<file path="src/rtl/rtc_bus_sequencer.sv">
// rtl/rtc_bus_sequencer.sv - multiplexed AD-bus RTC read/write sweep sequencer
// Optional RTC_AUTOPOLL_EN adds a periodic read sweep every POLL_PERIOD clocks.

module rtc_bus_sequencer #(
  parameter int         NREG        = 10,
  parameter int         DW          = 8,
  parameter logic [7:0] ADDR_BASE   = 8'h21,
  parameter int         TPH         = 4,
  parameter int         POLL_PERIOD = 1000
) (
  input  logic                    clk,
  input  logic                    reset,
  input  logic                    start_read,
  input  logic                    wr_req,
  input  logic [NREG*DW-1:0]      wr_data,
  input  logic [NREG-1:0]         wr_mask,
  input  logic [DW-1:0]           ad_in,
  output logic [DW-1:0]           ad_out,
  output logic                    ad_oe,
  output logic                    ale,
  output logic                    cs_n,
  output logic                    rd_n,
  output logic                    wr_n,
  output logic [NREG*DW-1:0]      rd_data,
  output logic                    rd_strobe,
  output logic [$clog2(NREG)-1:0] rd_idx,
  output logic                    busy,
  output logic                    done
);

  localparam int IW = $clog2(NREG);
  localparam int PW = $clog2(TPH);

  typedef enum logic [2:0] {S_IDLE, S_ADDR, S_DATA, S_RECOV, S_NEXT} state_t;

  state_t             state, state_nxt;
  logic [PW-1:0]      phase;
  logic [IW-1:0]      idx, idx_nxt, first_idx;
  logic [NREG-1:0]    rem_mask, snap_mask;
  logic [NREG*DW-1:0] snap_data;
  logic               wr_sweep, pend_wr, poll_req;
  logic               phase_last, start_wr_sweep, start_rd_sweep, wr_accept;
  logic [7:0]         bus_addr;

  assign phase_last     = (phase == PW'(TPH - 1));
  assign bus_addr       = ADDR_BASE + 8'(idx);
  assign start_wr_sweep = (state == S_IDLE) && pend_wr;
  assign start_rd_sweep = (state == S_IDLE) && !pend_wr && (start_read || poll_req);
  // A request is dropped while one is pending or a write sweep owns the snapshot.
  assign wr_accept      = wr_req && !pend_wr && !(wr_sweep && (state != S_IDLE));

  // Lowest still-unwritten masked register; NEXT jumps straight to it.
  always_comb begin
    first_idx = '0;
    for (int i = NREG - 1; i >= 0; i--) begin
      if (rem_mask[i]) first_idx = IW'(i);
    end
  end

  always_ff @(posedge clk or posedge reset) begin
    if (reset) begin
      state <= S_IDLE;
      phase <= '0;
      idx   <= '0;
    end else begin
      state <= state_nxt;
      phase <= ((state_nxt != state) || (state == S_IDLE)) ? '0 : phase + 1'b1;
      idx   <= idx_nxt;
    end
  end

  always_comb begin
    state_nxt = state;
    idx_nxt   = idx;
    case (state)
      S_IDLE: begin
        if (start_wr_sweep) begin
          state_nxt = S_NEXT;
        end else if (start_rd_sweep) begin
          state_nxt = S_ADDR;
          idx_nxt   = '0;
        end
      end
      S_ADDR:  if (phase_last) state_nxt = S_DATA;
      S_DATA:  if (phase_last) state_nxt = S_RECOV;
      S_RECOV: begin
        if (phase_last) begin
          if (wr_sweep) begin
            state_nxt = (|rem_mask) ? S_NEXT : S_IDLE;
          end else if (idx == IW'(NREG - 1)) begin
            state_nxt = S_IDLE;
          end else begin
            state_nxt = S_ADDR;
            idx_nxt   = idx + 1'b1;
          end
        end
      end
      S_NEXT: begin
        if (|rem_mask) begin
          state_nxt = S_ADDR;
          idx_nxt   = first_idx;
        end else begin
          state_nxt = S_IDLE;
        end
      end
      default: state_nxt = S_IDLE;
    endcase
  end

  always_comb begin
    cs_n   = 1'b1;
    rd_n   = 1'b1;
    wr_n   = 1'b1;
    ale    = 1'b0;
    ad_oe  = 1'b0;
    ad_out = '0;
    busy   = (state != S_IDLE);
    case (state)
      S_ADDR: begin
        cs_n   = 1'b0;
        ale    = 1'b1;
        ad_oe  = 1'b1;
        ad_out = DW'(bus_addr);
      end
      S_DATA: begin
        cs_n = 1'b0;
        if (wr_sweep) begin
          wr_n   = 1'b0;
          ad_oe  = 1'b1;
          ad_out = snap_data[idx*DW +: DW];
        end else begin
          rd_n = 1'b0;
        end
      end
      default: ;
    endcase
  end

  always_ff @(posedge clk or posedge reset) begin
    if (reset) begin
      pend_wr   <= 1'b0;
      wr_sweep  <= 1'b0;
      snap_data <= '0;
      snap_mask <= '0;
      rem_mask  <= '0;
      rd_data   <= '0;
      rd_strobe <= 1'b0;
      rd_idx    <= '0;
      done      <= 1'b0;
    end else begin
      rd_strobe <= 1'b0;
      done      <= (state != S_IDLE) && (state_nxt == S_IDLE);
      if (start_wr_sweep) begin
        pend_wr  <= 1'b0;
        wr_sweep <= 1'b1;
        rem_mask <= snap_mask;
      end else if (wr_accept) begin
        pend_wr   <= 1'b1;
        snap_data <= wr_data;
        snap_mask <= wr_mask;
      end
      if (start_rd_sweep) wr_sweep <= 1'b0;
      if ((state == S_NEXT) && (|rem_mask)) rem_mask[first_idx] <= 1'b0;
      if ((state == S_DATA) && phase_last && !wr_sweep) begin
        rd_data[idx*DW +: DW] <= ad_in;
        rd_strobe             <= 1'b1;
        rd_idx                <= idx;
      end
    end
  end

`ifdef RTC_AUTOPOLL_EN
  localparam int CW = (POLL_PERIOD > 1) ? $clog2(POLL_PERIOD) : 1;

  logic [CW-1:0] poll_cnt;

  // Expiry wins over a same-cycle sweep start so no period is lost.
  always_ff @(posedge clk or posedge reset) begin
    if (reset) begin
      poll_cnt <= CW'(POLL_PERIOD - 1);
      poll_req <= 1'b0;
    end else begin
      poll_cnt <= (poll_cnt == '0) ? CW'(POLL_PERIOD - 1) : poll_cnt - 1'b1;
      if (start_rd_sweep) poll_req <= 1'b0;
      if (poll_cnt == '0) poll_req <= 1'b1;
    end
  end
`else
  assign poll_req = (POLL_PERIOD < 0);
`endif

endmodule

</file>
<file path="config.mk">
export PLATFORM = sky130hd
export DESIGN_NAME = rtc_bus_sequencer
export DESIGN_NICKNAME = d
export VERILOG_FILES = /design/src/rtl/rtc_bus_sequencer.sv
export SDC_FILE = /design/constraint.sdc
export NUM_CORES = 1
export LEC_CHECK = 0
export ABC_AREA = 1
export ABC_CLOCK_PERIOD_IN_PS = 18900
export CAP_MARGIN = 0
export CORE_ASPECT_RATIO = 0.7
export CORE_MARGIN = 3
export CORE_UTILIZATION = 54
export DETAILED_ROUTE_END_ITERATION = 8
export PLACE_DENSITY_LB_ADDON = 0.15
export SYNTH_ARGS = -nofsm -noshare
export SYNTH_HDL_FRONTEND = slang
export SYNTH_SLANG_ARGS = --single-unit
</file>
<file path="constraint.sdc">
create_clock -name clk -period 18.9 [get_ports clk]
set_input_delay 1.89 -clock clk [delete_from_list [all_inputs] [get_ports clk]]
set_output_delay 1.89 -clock clk [all_outputs]
set_load 0.005 [all_outputs]
</file>
==> impl_metrics.py, run 1 <==
metrics = {
    "sta": {
        "finClkSkew_ns": 0.0138,
        "setup_violations": 0,
        "slew_violations": 0,
        "final_hold_viol_count": 0,
        "min_period_over_period_pct": 29.3,
        "max_slew_margin_pct": 26.5,
        "tightest_slew_ns": 1.10,
        "fin_crit_ns": 5.53,
        "rsz0062_at_grt": "no",
        "setup_tns_ns": 0,
        "max_freq_mhz": 181,
    },
    "floorplan": {
        "coreArea_mm2": 0.0158,
        "die_h_um": 113,
        "die_area_mm2": 0.0180,
        "rows": 38,
        "start_util_pct": 56.1,
        "ios": 202,
        "die_w_um": 159,
    },
    "clock_network": {
        "clock_sinks": 197,
        "clk_latency_ns": 0.43,
        "cts-root-buf": "clkbuf_16",
        "clockBufferDepth": 2,
        "cts_resized": 0,
        "cts_hold_buf": 0,
        "cts_made_buffers": 17,
        "cts_tree": "yes",
        "clk_pin_slew_ns": 0.06,
        "postCtsSetupBuffers": 0,
        "cts_htree_levels": 4,
    },
    "setup_path": {
        "timing.rr.end": "rd_data[19]",
        "arrival_ns": 3.64,
        "cp_max_fo": 107,
        "crit_type": "reg -> out",
        "reg2reg_from": "idx[0]",
        "reg2reg_depth": 8,
        "startpoint_type": "flip-flop",
        "critPathRequiredTime_ns": 17.01,
        "critPathCaptureType": "output pin",
        "crit_start": "idx[0]",
        "r2r_slack_ns": 14.95,
    },
    "synthesis": {
        "yosysSeqAreaShare_pct": 55.7,
        "synthTopCellsByArea": "dfrtp_1 (56%), nand2_1 (7.5%), mux2_2 (7.0%)",
        "synth-seq-cells": 197,
        "synth.largest_area_cell": "dfrtp_1",
        "syn-instance-count": 965,
        "syn_avg_cell_area_um2": 9.17,
        "synth.yosys.warnings": 0,
        "synth_cell_types": 32,
        "synth_area_mm2": 0.00885,
        "yosysTopAreaCellShare_pct": 55.7,
        "syn_nets": 1072,
    },
    "route": {
        "via_count": 7546,
        "drcViolationCount": 0,
        "drt_wl_total_mm": 23.5,
        "wl_per_cell_um": 17.1,
        "drt-initial-drc-count": 762,
        "dr.pass1.iters": 5,
        "via_per_inst": 5.50,
        "antenna_left": 0,
    },
    "pwr": {
        "powerDensity_mw_per_mm2": 136,
        "leakage_nw": 5.29,
        "ir_drop_uv": 100,
        "power_w": 0.00157,
    },
    "status": {
        "status": "finished clean",
    },
    "worst_hold_path": {
        "hp-class": "reg -> reg",
        "hold-path-cell-count": 1,
        "min_to": "phase[0]",
        "hp-start": "phase[0]",
    },
    "global_routing": {
        "antenna_found_initial": 0,
        "grt-ovfl-total": 0,
        "grt_pass1_wl_mm": 37.3,
        "grt_max_degree": 128,
        "track_usage_pct": 25.9,
        "first_global_vias": 7025,
    },
    "cells_and_area": {
        "insertedDiodeCount": 0,
        "fillers": 1197,
        "drive_gt1_share_pct": 9.21,
        "area_growth_pct": 30.5,
        "nets": 1246,
    },
    "place": {
        "gp_congestion": 0.881,
        "dp_hpwl_mm": 16.5,
        "io_buffers": 201,
    },
    "job": {
        "drv_cap": 0,
    },
}
## synth_stat cells (all sizes together)
master and instances:
nand4 24, buf 21, o211ai 17, a31oi 8, xor2 3, a21oi 91
ha 5, o21ai 106, nand3 42, clkbuf 30, inv 99, o31ai 4
mux2i 3, clkinv 1, nor2 71, a21boi 1, nand2 179, mux2 55
o22ai 1, nor3 6, nor3b 1, dfrtp 197
## sequential cells by signal (all words and copies together), names as in the netlist, 2 cells and up
name / count
snap_mask: 10
rem_mask: 10
idx: 4
rd_idx: 4
rd_data: 80
phase: 2
snap_data: 80
state: 3
## metrics by stage
stage / util [%] / instance area [um^2] / hold WS, ns / instances / worst slack [ns]
2_1_floorplan: - / 8850 / 0.409 / 965 / 11.64
3_3_place_gp: 69.5 / 11000 / 0.424 / 1340 / 14.05
3_5_place_dp: 69.5 / 11000 / 0.435 / 1340 / 13.92
4_1_cts: 73.2 / 11500 / 0.447 / 1371 / 13.44
5_1_grt: 73.2 / 11500 / 0.461 / 1371 / 13.22
6_report: 73.2 / 11500 / 0.438 / 1371 / 13.37
## layout make-up
type / instances / area [um^2] / share of cell area, %
clock buffer: 18 / 429 / 3.72
clock inverter: 13 / 145 / 1.26
inverter: 100 / 383 / 3.31
multi-input combinational: 617 / 3330 / 28.9
sequential: 197 / 4930 / 42.7
tap: 220 / 275 / 2.38
timing repair buffer: 206 / 2050 / 17.7
## routing by layer
metal  GRT usage, %  up-vias  routed length (um)
met5              0        -                   0
met4           4.96        0                 152
met3           5.23       19                1910
met2           38.2      320               10200
met1           40.4     3657               11200
li1               -     3550                   -
## worst max-delay path: stages (launching register included)
cell and delay, ns:
dfrtp_4 1.09, inv_1 0.24, ha_1 0.60, inv_1 0.22
o21ai_0 0.43, clkdlybuf4s50_1 0.59
## layout by cell type, fill, tap and decap left out, drive strengths merged
cell type,netlist,layout
ha,5,5
nand2,179,179
a31oi,8,8
xor2,3,3
o31ai,4,4
clkbuf,30,18
mux2i,3,3
clkdlybuf4s50,0,201
a21oi,91,91
nor2,71,71
nand3,42,42
nor3,6,6
a21boi,1,1
nand4,24,24
o211ai,17,17
inv,99,104
mux2,55,55
o22ai,1,1
bufinv,0,1
nor3b,1,1
buf,21,5
o21ai,106,106
dfrtp,197,197
clkinvlp,0,4
clkinv,1,4
## report_power, final
part,switching [W],internal [W]
combinational,0.000354,0.000231
sequential,0.0000875,0.000539
clock,0.000171,0.000186
## cell families (layout without fill, tap and decap cells)
| family | Yosys count | after routing | share of synthesized area, % |
|---|---|---|---|
| AO/OA/AOI/OAI | 228 | 228 | 13.7 |
| AND/OR/NAND/NOR | 323 | 323 | 15.5 |
| adder cells (fa/ha/maj) | 5 | 5 | 0.707 |
| XOR/XNOR | 3 | 3 | 0.297 |
| multiplexers | 58 | 58 | 7.34 |
| buffers and inverters | 151 | 337 | 6.73 |
| flip-flops | 197 | 197 | 55.7 |
## worst max path at each step
stage | end | slack (ns)
final | ad_out[1] | 13.37
after global routing | ad_out[1] | 13.22
after CTS | ad_out[1] | 13.44
after detailed placement | ad_out[1] | 13.92
after global placement | ad_out[1] | 14.05
after floorplan | done | 11.64
No activity file was read; power rests on OpenSTA's default activity.
==> inputs of run 2 (changes only) <==
ABC_CLOCK_PERIOD_IN_PS = 5350   (was 18900)
CORE_UTILIZATION = 51   (was 54)
clock period = 5.35 ns   (was 18.9 ns; I/O delays follow)
==> run 2 against run 1 <==
Compared with the run above:
- cell count is 0.51% higher
- non-clock buffer count is 1 higher
- flip-flop and latch count stayed put
- worst setup slack worse by 12 ns
- final area is 0.37% higher
- first-iteration DRC count is 13% lower
- sequential share of layout area is 0.16 points lower
- clock skew is 0.0013 ns lower
- largest power group unchanged
==> impl_metrics.py, run 2 (synthesis gave the netlist of run 1 again) <==
metrics = {
    "clock_network": {
        "cts_hold_buf": 0,
        "cts_htree_levels": 4,
        "cts_resized": 0,
        "clock_sinks": 197,
        "clk_pin_slew_ns": 0.08,
        "postCtsSetupBuffers": 0,
        "clk_latency_ns": 0.44,
        "cts_made_buffers": 17,
        "cts-root-buf": "clkbuf_16",
        "clockBufferDepth": 2,
        "cts_tree": "yes",
    },
    "worst_hold_path": {
        "hp-class": "in -> async",
    },
    "route": {
        "drcViolationCount": 0,
        "drt_wl_total_mm": 23.7,
        "drt-initial-drc-count": 663,
        "wl_per_cell_um": 17.2,
        "antenna_left": 0,
        "via_count": 7472,
        "via_per_inst": 5.42,
        "dr.pass1.iters": 5,
    },
    "global_routing": {
        "track_usage_pct": 25.0,
        "antenna_found_initial": 0,
        "grt-ovfl-total": 0,
        "grt_max_degree": 127,
        "first_global_vias": 6924,
        "grt_pass1_wl_mm": 37.1,
    },
    "sta": {
        "fin_crit_ns": 3.93,
        "slew_violations": 0,
        "finClkSkew_ns": 0.0125,
        "setup_tns_ns": 0,
        "tightest_slew_ns": 1.08,
        "setup_violations": 0,
        "holdWs_ns": 0.328,
        "max_freq_mhz": 254,
        "final_hold_viol_count": 0,
        "rsz0062_at_grt": "no",
        "max_slew_margin_pct": 27.4,
        "min_period_over_period_pct": 73.4,
    },
    "floorplan": {
        "die_h_um": 116,
        "rows": 39,
        "ios": 202,
        "coreArea_mm2": 0.0166,
        "die_area_mm2": 0.0190,
        "start_util_pct": 53.2,
        "die_w_um": 163,
    },
    "pwr": {
        "leakage_nw": 5.31,
        "powerDensity_mw_per_mm2": 481,
        "power_w": 0.00558,
        "ir_drop_uv": 346,
    },
    "place": {
        "io_buffers": 201,
        "placed_area_mm2": 0.0110,
        "gp_congestion": 0.897,
        "dp_hpwl_mm": 16.8,
    },
    "setup_path": {
        "reg2reg_from": "idx[0]",
        "startpoint_type": "flip-flop",
        "crit_type": "reg -> out",
        "r2r_slack_ns": 1.48,
        "critPathCaptureType": "output pin",
        "cp_max_fo": 107,
        "arrival_ns": 3.39,
        "reg2reg_depth": 9,
        "timing.rr.end": "rd_data[22]",
        "critPathRequiredTime_ns": 4.82,
    },
    "cells_and_area": {
        "mostFrequentLayoutCells": "clkdlybuf4s50_1 (201), dfrtp_1 (196), nand2_1 (176), inv_1 (95), a21oi_1 (91)",
        "largestRegisters": "rd_data: 80 flops, snap_data: 80 flops",
        "final_common_cell": "clkdlybuf4s50_1",
        "drive_gt1_share_pct": 9.45,
        "final_cell_area_mm2": 0.0116,
        "insertedDiodeCount": 0,
        "nets": 1247,
        "area_growth_pct": 31.0,
    },
    "job": {
        "drv_cap": 0,
    },
    "status": {
        "status": "finished clean",
    },
}
==> run 2: changes by cell type in the layout (fill, tap and decap cells not counted), sizes merged <==
cell and delta:
buf +1, clkinv +3, inv -2, clkbuf +1, clkinvlp -1
==> run 2: how the worst max path moves through the flow <==
| stage | slack [ns] | startpoint | to | cells after the start |
|---|---|---|---|---|
| after floorplan | 2.27 | reset | done | 1 |
| after global placement | 1.75 | idx[0] | rd_data[19] | 8 |
| after detailed placement | 1.51 | idx[0] | rd_data[20] | 8 |
| after CTS | 1.41 | idx[0] | ad_out[1] | 5 |
| after global routing | 1.06 | idx[0] | rd_data[22] | 9 |
| final | 1.42 | idx[0] | ad_out[1] | 5 |
==> run 2: worst max-delay path: stages, from the launching register on <==
cell             delay, ns
dfrtp_4               1.09
inv_1                 0.22
ha_1                  0.62
inv_1                 0.25
o21ai_0               0.21
clkdlybuf4s50_1       0.56
==> run 2: area by class of cell <==
| cell class | count | area [um^2] |
|---|---|---|
| Fill cell | 1327 | 5050 |
| Sequential cell | 197 | 4930 |
| Multi-Input combinational cell | 617 | 3330 |
| Timing Repair Buffer | 207 | 2070 |
| Clock buffer | 19 | 453 |
| Inverter | 100 | 379 |
| Tap cell | 225 | 282 |
| Clock inverter | 13 | 141 |
==> run 2: through the flow <==
stage          instances  setup WS [ns]  utilization, %
4_1_cts             1378           1.41            69.7
3_5_place_dp        1346           1.51            66.1
3_3_place_gp        1346           1.75            66.1
6_report            1378           1.42            69.7
5_1_grt             1378           1.06            69.7
2_1_floorplan        965           2.27               -
==> run 2: report_power, final <==
part,internal [W],leakage [nW],switching [W],total [W]
Sequential,0.00190,2.13,0.000296,0.00220
Combinational,0.000821,2.90,0.00127,0.00209
Clock,0.000683,0.287,0.000606,0.00129
Total,0.00341,5.31,0.00217,0.00558
==> run 2: per-layer routing <==
metal	routed length [um]	track usage [%]	vias up	share of wire [%]
met2	10300	36.8	305	44
met4	419	7.32	0	1.8
met1	11200	38.7	3572	47
met3	1740	4.01	39	7.4
met5	0	0	-	0
li1	-	-	3556	-
==> inputs of run 3 (changes only) <==
ABC_CLOCK_PERIOD_IN_PS = 3270   (was 5350)
CORE_UTILIZATION = 46   (was 51)
clock period = 3.27 ns   (was 5.35 ns; I/O delays follow)
==> run 3 against run 2 <==
Compared with the run above:
- clock skew about the same
- hold slack better by 0.0087 ns
- worst setup slack worse by 1.2 ns
- sequential power grew 58%
- global-route usage is 1.1 points lower
- critical endpoint is now ad_out[0]
- largest power group is now combinational logic
- highest routed layer unchanged
==> impl_metrics.py, run 3 (synthesis gave the netlist of run 1 again) <==
metrics = {
    "status": {
        "status": "finished clean",
    },
    "setup_path": {
        "reg2reg_from": "idx[0]",
        "crit_path_top_delay_cell": "clkdlybuf4s50_1",
        "crit_type": "reg -> out",
        "startpoint_type": "flip-flop",
        "timing.rr.end": "rd_data[33]",
        "critPathMaxStageDelay_ns": 0.56,
        "critPathRequiredTime_ns": 2.94,
        "reg2reg_depth": 10,
        "arrival_ns": 2.69,
        "critPathCaptureType": "output pin",
        "cp_max_fo": 13,
        "path_cells": "inv_2 > nand2_1 > nor2_1 > inv_1 > o21ai_0 > nand2_1 > o21ai_0 > clkdlybuf4s50_1",
        "r2r_slack_ns": 0.62,
    },
    "job": {
        "drv_cap": 0,
    },
    "route": {
        "via_per_inst": 5.32,
        "dr.pass1.iters": 4,
        "wl_per_cell_um": 17.6,
        "drcViolationCount": 0,
        "antenna_left": 0,
        "via_count": 7470,
        "drt_wl_total_mm": 24.7,
        "drt-initial-drc-count": 734,
    },
    "clock_network": {
        "cts_htree_levels": 4,
        "cts_tree": "yes",
        "clock_sinks": 197,
        "clockBufferDepth": 2,
        "cts-root-buf": "clkbuf_16",
        "cts_made_buffers": 17,
        "clk_latency_ns": 0.44,
        "clk_pin_slew_ns": 0.08,
    },
    "sta": {
        "min_period_over_period_pct": 92.3,
        "final_hold_viol_count": 0,
        "fin_crit_ns": 3.02,
        "slew_violations": 0,
        "setup_tns_ns": 0,
        "finClkSkew_ns": 0.0120,
        "max_freq_mhz": 331,
        "rsz0062_at_grt": "no",
        "max_slew_margin_pct": 46.4,
        "setup_violations": 0,
        "tightest_slew_ns": 0.800,
    },
    "floorplan": {
        "die_area_mm2": 0.0210,
        "die_w_um": 172,
        "start_util_pct": 48.1,
        "ios": 202,
        "coreArea_mm2": 0.0184,
        "die_h_um": 122,
        "rows": 41,
    },
    "pwr": {
        "p_sw_w": 0.00358,
        "comb_power_share_pct": 39.6,
        "power_w": 0.00932,
        "swShare_pct": 38.4,
        "powerDensity_mw_per_mm2": 792,
        "seq_power_share_pct": 37.2,
        "ir_drop_uv": 505,
        "power.internal_w": 0.00574,
        "leakage_nw": 5.40,
        "pwr-share-clk_pct": 23.2,
    },
    "cells_and_area": {
        "stdcell_count": 1404,
        "finalCoreUtilization_pct": 63.9,
        "final_common_cell": "clkdlybuf4s50_1",
        "drive_gt1_share_pct": 10.8,
        "area_growth_pct": 33.0,
        "mostFrequentLayoutCells": "clkdlybuf4s50_1 (201), dfrtp_1 (195), nand2_1 (176), inv_1 (95), a21oi_1 (91)",
        "insertedDiodeCount": 0,
        "largestRegisters": "rd_data: 80 flops, snap_data: 80 flops",
        "nets": 1262,
    },
    "global_routing": {
        "antenna_found_initial": 0,
        "track_usage_pct": 23.9,
        "grt_pass1_wl_mm": 38.9,
        "grt-ovfl-total": 0,
        "first_global_vias": 7036,
        "grt_max_degree": 75,
    },
    "place": {
        "dp_hpwl_mm": 18.0,
        "placed_cells": 1371,
        "gp_congestion": 0.843,
        "io_buffers": 201,
    },
    "worst_hold_path": {
        "hp-class": "in -> async",
    },
}
## run 3: worst max path at each step
stage | start | endpoint | slack, ns | cells past startpoint
2_1_floorplan | reset | done | 0.40 | 1
3_3_place_gp | idx[1] | ad_out[1] | 0.56 | 5
3_5_place_dp | idx[0] | ad_out[1] | 0.48 | 5
4_1_cts | idx[0] | ad_out[1] | 0.01 | 5
5_1_grt | idx[1] | ad_out[1] | 0.07 | 8
6_report | idx[1] | ad_out[0] | 0.25 | 8
## run 3: worst max-delay path: cells and delay by family (launching register included)
| family | cells | cell delay (ns) |
|---|---|---|
| buffers and inverters | 3 | 0.84 |
| flip-flops | 1 | 0.52 |
| AO/OA/AOI/OAI | 2 | 0.35 |
| AND/OR/NAND/NOR | 3 | 0.56 |
## run 3: through the flow
stage | instance area, um^2 | worst slack, ns | hold WS, ns
detailed placement | 11200 | 0.482 | 0.429
finish | 11800 | 0.253 | 0.336
global placement | 11200 | 0.558 | 0.428
global route | 11800 | 0.0702 | 0.360
floorplan | 8850 | 0.397 | 0.409
CTS | 11800 | 0.0135 | 0.354
## run 3: what timing repair did
item                                    in CTS  in global routing
resized for setup                            0                  2
hold buffers                                 0                  0
setup buffers                                0                  1
endpoints found under the setup margin       0                  2
## run 3: per-layer routing
metal / part of all wire, % / GRT usage, %
met5: 0 / 0
met4: 1.4 / 6.03
met3: 6.9 / 5.06
met2: 41 / 32.3
met1: 50 / 38.9
## run 3: final cells by class
class | instances | area [um^2]
timing repair buffer | 222 | 2220
clock inverter | 14 | 164
inverter | 100 | 379
clock buffer | 18 | 439
sequential | 197 | 4930
fill | 1564 | 6640
tap | 236 | 295
multi-input combinational | 617 | 3340
## run 3: power by group through the flow
stage	registers, W	clock network (W)	logic (W)
final	0.00347	0.00216	0.00369
after global routing	0.00354	0.00229	0.00415
after CTS	0.00349	0.00220	0.00362
after detailed placement	0.00353	0	0.00360
after global placement	0.00351	0	0.00354
after floorplan	0.00336	0	0.00258
